**src/rtl/dmem_arbiter.sv**
```systemverilog
// dmem_arbiter: shares the data-memory port between the core and a debug requester
module dmem_arbiter #(
  parameter int ADDR_W       = 32,
  parameter int DATA_W       = 32,
  parameter int STARVE_LIMIT = 8
) (
  input  logic              clk,
  input  logic              reset,
  input  logic              core_mem_read,
  input  logic              core_mem_write,
  input  logic [2:0]        core_funct3,
  input  logic [ADDR_W-1:0] core_addr,
  input  logic [DATA_W-1:0] core_wdata,
  output logic [DATA_W-1:0] core_rdata,
  output logic              core_stall,
  input  logic              dbg_halt,
  output logic              halted,
  input  logic              dbg_req_valid,
  output logic              dbg_req_ready,
  input  logic              dbg_req_we,
  input  logic [2:0]        dbg_req_funct3,
  input  logic [ADDR_W-1:0] dbg_req_addr,
  input  logic [DATA_W-1:0] dbg_req_wdata,
  output logic              dbg_resp_valid,
  output logic [DATA_W-1:0] dbg_resp_rdata,
  output logic              mem_read,
  output logic              mem_write,
  output logic [2:0]        mem_funct3,
  output logic [ADDR_W-1:0] mem_addr,
  output logic [DATA_W-1:0] mem_wdata,
  input  logic [DATA_W-1:0] mem_rdata
);
  localparam int CW = $clog2(STARVE_LIMIT) + 1;
  typedef enum logic [1:0] {CORE, STEAL, HALT} state_t;
  state_t state_q, state_d;
  logic [CW-1:0] cnt_q, cnt_d;
  logic resp_valid_q;
  logic [DATA_W-1:0] resp_rdata_q;
  logic core_busy, dbg_sel, accept, blocked;
  // port steering: debug owns the port in STEAL/HALT or whenever the core is idle
  always_comb begin
    core_busy     = core_mem_read | core_mem_write;
    dbg_sel       = (state_q != CORE) | ~core_busy;
    dbg_req_ready = ~reset & dbg_sel;
    accept        = dbg_req_valid & dbg_req_ready;
    blocked       = (state_q == CORE) & dbg_req_valid & core_busy;
    mem_read      = ~reset & (dbg_sel ? dbg_req_valid & ~dbg_req_we : core_mem_read);
    mem_write     = ~reset & (dbg_sel ? dbg_req_valid & dbg_req_we : core_mem_write);
    mem_funct3    = dbg_sel ? dbg_req_funct3 : core_funct3;
    mem_addr      = dbg_sel ? dbg_req_addr : core_addr;
    mem_wdata     = dbg_sel ? dbg_req_wdata : core_wdata;
  end
  // halt wins everywhere; a steal lasts one cycle since debug is always ready in it
  always_comb begin
    state_d = dbg_halt ? HALT
            : (state_q == CORE && blocked && cnt_q == CW'(STARVE_LIMIT - 1)) ? STEAL
            : CORE;
    cnt_d   = (state_d != state_q || !dbg_req_valid || accept) ? '0 : cnt_q + CW'(blocked);
  end
  // state, starvation counter and the one-cycle response pulse
  always_ff @(posedge clk) begin
    if (reset) begin
      state_q      <= CORE;
      cnt_q        <= '0;
      resp_valid_q <= 1'b0;
      resp_rdata_q <= '0;
    end else begin
      state_q      <= state_d;
      cnt_q        <= cnt_d;
      resp_valid_q <= accept;
      resp_rdata_q <= (accept & ~dbg_req_we) ? mem_rdata : '0;
    end
  end
  assign core_rdata     = mem_rdata;
  assign core_stall     = state_q != CORE;
  assign halted         = state_q == HALT;
  assign dbg_resp_valid = resp_valid_q;
  assign dbg_resp_rdata = resp_rdata_q;
endmodule

```
**config.mk**
```make
export PLATFORM = sky130hd
export DESIGN_NAME = dmem_arbiter
export DESIGN_NICKNAME = d
export VERILOG_FILES = /design/src/rtl/dmem_arbiter.sv
export SDC_FILE = /design/constraint.sdc
export NUM_CORES = 1
export LEC_CHECK = 0
export CAP_MARGIN = 30
export CORE_AREA = 5 5 117 119
export CTS_CLUSTER_SIZE = 25
export DETAILED_ROUTE_END_ITERATION = 12
export DIE_AREA = 0 0 122 124
export PLACE_DENSITY = 0.71
export REMOVE_ABC_BUFFERS = 1
export SYNTH_ARGS = -nofsm -noshare
export SYNTH_HDL_FRONTEND = slang
export SYNTH_SLANG_ARGS = --single-unit
```
**constraint.sdc**
```tcl
create_clock -name clk -period 2.3 [get_ports clk]
set_input_delay 0.46 -clock clk [delete_from_list [all_inputs] [get_ports clk]]
set_output_delay 0.46 -clock clk [all_outputs]
set_load 0.02 [all_outputs]
```
Word level (Yosys, flattened, before mapping). Index checks and enable logic that the tools add are counted.

Output and inout bits: 137. Register bits: 39. Input port bits: 173.

Add/subtract/negate cells: 1. Equal/unequal tests: 3. Bitwise operators: 15. Mux-type cells: 7. Reductions and logical operators: 9.

Operators with widths (count): $mux 32 (2); $and 1x1->1 (9); $add 4x1->4 (1); $eq 4x3->1 const B (1); $not 1->1 (4); $reduce_or 2->1 (2); $mux 1 (3); $mux 3 (1); $eq 2x2->1 const B (1); $logic_and 1x1->1 (2); $logic_not 2->1 (1); $logic_or 1x1->1 (2); $mux 2 (1); $ne 2x2->1 (1); $or 1x1->1 (2); $reduce_bool 2->1 (1); $logic_not 1->1 (1).

Depth between registers and ports, before layout.
Word-level depth: 11. Gate-level depth with buffers: 7. Depth with buffers taken out: 7.

Least setup slack after synthesis. No wires, ideal clock.

Path type: input-to-output. Start: in core_mem_write. End: out mem_read. Arrival time: 1.532 ns. Setup slack: 0.308 ns. Stages on the path: 4. Path buffers: 1. Cell sequence: or2_4 -> a2111oi_4 -> clkbuf_2 -> a21o_1.

Longest elaborated chain between the ends: 5.

RTL lines: start: declaration (RTL line 10) `input logic core_mem_write,`; $or 1x1->1 (RTL line 42) `core_busy = core_mem_read | core_mem_write;`; $not 1->1 (RTL line 43) `dbg_sel = (state_q != CORE) | ~core_busy;`; $or 1x1->1 (RTL line 43); $mux 1 (RTL line 47) `mem_read = ~reset & (dbg_sel ? dbg_req_valid & ~dbg_req_we : core_mem_read);`; $and 1x1->1 (RTL line 47); end: declaration (RTL line 26) `output logic mem_read,`.

No other way between the ends.

Final worst setup path.
Start: reg state_q[1]. End: out mem_funct3[1].

Longest elaborated chain between the ends: 3.

RTL lines: start: declaration (RTL line 35) `state_t state_q, state_d;`; start signal: assignment (RTL line 68) `state_q <= state_d;`; $reduce_bool 2->1 (RTL line 43); $or 1x1->1 (RTL line 43); $mux 3 (RTL line 49) `mem_funct3 = dbg_sel ? dbg_req_funct3 : core_funct3;`; end: declaration (RTL line 28) `output logic [2:0] mem_funct3,`.

No other way between the ends.

==> Implementation_results.wiki <==
{| class="wikitable"
! Metric !! Value
|-
| Status || finished clean
|-
| Final instance area || 5627 um^2
|-
| GP Congestion || 0.8854
|-
| Flops & latches, synth || 39
|-
| DR pass1 iterations || 3
|-
| Headroom to the max-slew limit || 78.16%
|-
| Fin crit period || 2.264 ns
|-
| Die width || 122 um
|-
| Data arrival time of the critical path || 1.80 ns
|-
| EDFF count, synth || 0
|-
| Overflow left after global routing || 0
|-
| Endpoint required time on the critical path || 1.84 ns
|-
| Non-filler instance count after layout || 690
|-
| Category of cells accounting for the largest share of critical-path delay || buffers and inverters
|-
| Fill cell instance count of the final layout || 1,185
|-
| Post-synthesis area per instance || 10.82 um^2
|-
| Placed Instance Area || 5525 um^2
|-
| Proportion of synthesized chip area in sequential cells || 34.19%
|-
| H-Tree Depth || 2
|-
| Cell type with the highest aggregate area in the netlist || dfxtp_1
|-
| Top FF cell, synth || dfxtp_1
|-
| First-pass GRT wire length || 17,000 um
|-
| Library cell contributing the largest single delay on the critical path || dfxtp_2
|-
| Clk sinks || 39
|-
| Worst-case clock buffer depth || 2
|-
| DRC Markers || 0
|-
| Leading post-synthesis cells by instance count || mux2_2, dfxtp_1, buf_4
|-
| Cell count after placement || 672
|-
| Total number of vias || 2,696
|-
| Share of the synthesized area in the top cell type || 34.19%
|-
| Number of ports placed on the die boundary || 310
|-
| Worst min path class || reg -> reg
|-
| Maxcap violations || 0
|-
| Multiplexer share of the synthesized area || 33.48%
|-
| Die Height || 124 um
|-
| Final worst-path cycle share || 98.42%
|-
| Warnings from Yosys || 0
|-
| Share of final-layout standard cells stronger than drive strength 1 || 39.38%
|-
| Power density of the placed cells || 449.6 nW/um^2
|-
| RSZ-0062 raised after global routing || true
|-
| Most frequent cell after synthesis || mux2_2
|-
| Initial antenna violation count || 2
|-
| Row count || 41
|-
| Global-route total usage across every layer || 15.06%
|-
| Number of distinct standard cells referenced by the synthesized netlist || 25
|-
| Worst clock skew on the final layout || 0.002568 ns
|-
| Antenna violation net count after detailed routing || 0
|-
| Post-Synth XOR/XNOR Area || 0.3836%
|-
| Dominant cells by area after synthesis || dfxtp_1, mux2_2, buf_4
|-
| Number of buffers and inverters on the critical path || 5
|-
| Synthesized cell area || 2283 um^2
|-
| Setup TNS || 0 ns
|-
| Capturing element type of the critical path || primary output
|-
| Basic-gate share of the synthesized area counting and, or, nand and nor cells || 15.40%
|-
| Final core area utilization || 45.14%
|-
| Clock buffer count from CTS || 5
|-
| Main combinational cell family by area after synthesis || multiplexers
|-
| Number of input and output port buffers inserted || 309
|-
| Crit-path max FO || 7
|-
| Total die area || 15,130 um^2
|-
| Hold Violations, Final || 0
|-
| Total of endpoints with negative setup slack in the final report || 0
|-
| Average via count per standard cell || 3.907
|-
| TritonCTS clock tree || yes
|-
| Maximum number of pins on one net before global-route repair || 33
|-
| Startpoint class of the critical path || flop
|-
| Layout net count || 692
|-
| Detailed-route wire length || 12,360 um
|-
| Lkg Pwr || 0.002323 uW
|-
| Clock Pin Slew Worst Setup and Hold Paths || 0.05 ns
|-
| Placeable Area || 12,470 um^2
|-
| Via count of the first global-routing pass || 2,926
|-
| Async S/R FF share, synth || 0%
|-
| Adder-Cell Fraction of Synth Area || 1.096%
|-
| Count of hold buffers inserted by post-cts repair || 0
|-
| Area growth syn-to-layout || 146.4%
|-
| Number of antenna cells inserted || 0
|-
| Starting utilization of the core area || 18.32%
|-
| Worst Max-Slew Pin Slew || 0.3265 ns
|-
| Fraction of the mapped netlist area in compound gates || 2.192%
|-
| Synthesized netlist cell count || 211
|-
| WS Path Type || reg -> out
|-
| Peak ir drop on the vdd network || 0.0002773 V
|-
| Max incr delay on CP || 0.33 ns
|-
| Clock root cell || clkbuf_16
|-
| Ordered list of cells on the worst path || nor3_4, buf_12, buf_12, buf_8, buf_6, mux2_4, buf_6
|-
| Average routed wire per standard cell || 17.91 um
|-
| HPWL after detailed placement || 10,960 um
|-
| Pins over their slew limit || 0
|-
| Skew-Pair Late Insertion Delay || 0.27 ns
|-
| F_max || 441.8 MHz
|-
| 1st-iter DRT viols || 42
|}
-- metrics by stage --
stage / setup WS (ns) / hold WS [ns] / power (uW)
6_report: 0.03631 / 0.5531 / 2530
5_1_grt: -0.01728 / 0.5955 / 2619
4_1_cts: -0.02390 / 0.5615 / 2555
3_5_place_dp: -0.6153 / 0.5497 / 1800
3_3_place_gp: -0.6116 / 0.5347 / 1793
2_1_floorplan: -1.842 / 0.4910 / 1057
-- layout make-up --
cell class	instances	area [um^2]	area share (%)
clock inverter	2	35.03	0.6226
clock buffer	6	138.9	2.468
inverter	2	7.507	0.1334
tap	172	215.2	3.825
sequential	39	782.0	13.90
multi-input combinational	128	1222	21.73
timing repair buffer	341	3226	57.33
-- timing repair --
action                                  in CTS  in global routing
gates resized for setup                    258                 25
cloned                                       1                  1
endpoints found under the setup margin      70                 41
setup buffers                                9                  1
-- per-layer routing --
metal	routed length (um)	vias to the layer above	part of all wire (%)	track usage, %
met3	1755	23	14	8.265
met4	327	4	2.6	6.162
met2	5947	191	48	25.35
li1	-	1299	-	-
met1	4309	1179	35	15.66
met5	20	-	0.16	0
-- path summary, 6_finish.rpt --
check	startpoint	to	slack [ns]	depth (start not counted)
setup / recovery	state_q[1]$_SDFF_PP0_	mem_funct3[1]	0.04	7
hold / removal	cnt_q[1]$_SDFF_PP0_	state_q[0]$_SDFF_PP0_	0.55	2
setup reg to reg	state_q[1]$_SDFF_PP0_	cnt_q[2]$_SDFF_PP0_	0.54	8
hold reg to reg	cnt_q[1]$_SDFF_PP0_	state_q[0]$_SDFF_PP0_	0.55	2
-- registers in the layout, indices dropped and copies added (netlist names) --
name,cells
dbg_resp_valid,1
cnt_q,4
dbg_resp_rdata,32
state_q,2
-- cell families after synthesis --
group	count (synthesis)
and+or+nand+nor	53
adders and majority gates	2
buffers and inverters	44
AOI/OAI and AO/OA	4
muxes	68
xor gates and xnor gates	1
DFF	39
-- report_power, final --
group / internal [uW] / switching (uW)
Combinational: 614 / 436
Clock: 538 / 251
Sequential: 687 / 3.49
Total: 1840 / 690
-- cell usage in the layout, fill, tap and decap left out, types with 2 or more instances in the layout --
cell	n
buf_4	24
dlygate4sd2_1	2
mux2_2	66
clkbuf_2	7
inv_1	2
clkdlybuf4s50_1	236
nor3_1	4
clkbuf_16	6
buf_6	8
ha_1	2
nor2_1	2
buf_12	5
and2_2	20
buf_2	41
and2_1	15
dfxtp_1	38
clkdlybuf4s15_2	14
nor2b_1	3
-- worst reg2reg max path: cells and delay by family (launching register included) --
| kind | cells | cell delay, ns |
|---|---|---|
| XOR/XNOR | 1 | 0.14 |
| buffers and inverters | 2 | 0.24 |
| AND/OR/NAND/NOR | 3 | 0.63 |
| adder cells (fa/ha/maj) | 2 | 0.37 |
| flip-flops | 1 | 0.33 |
No activity file was read; power rests on OpenSTA's default activity.
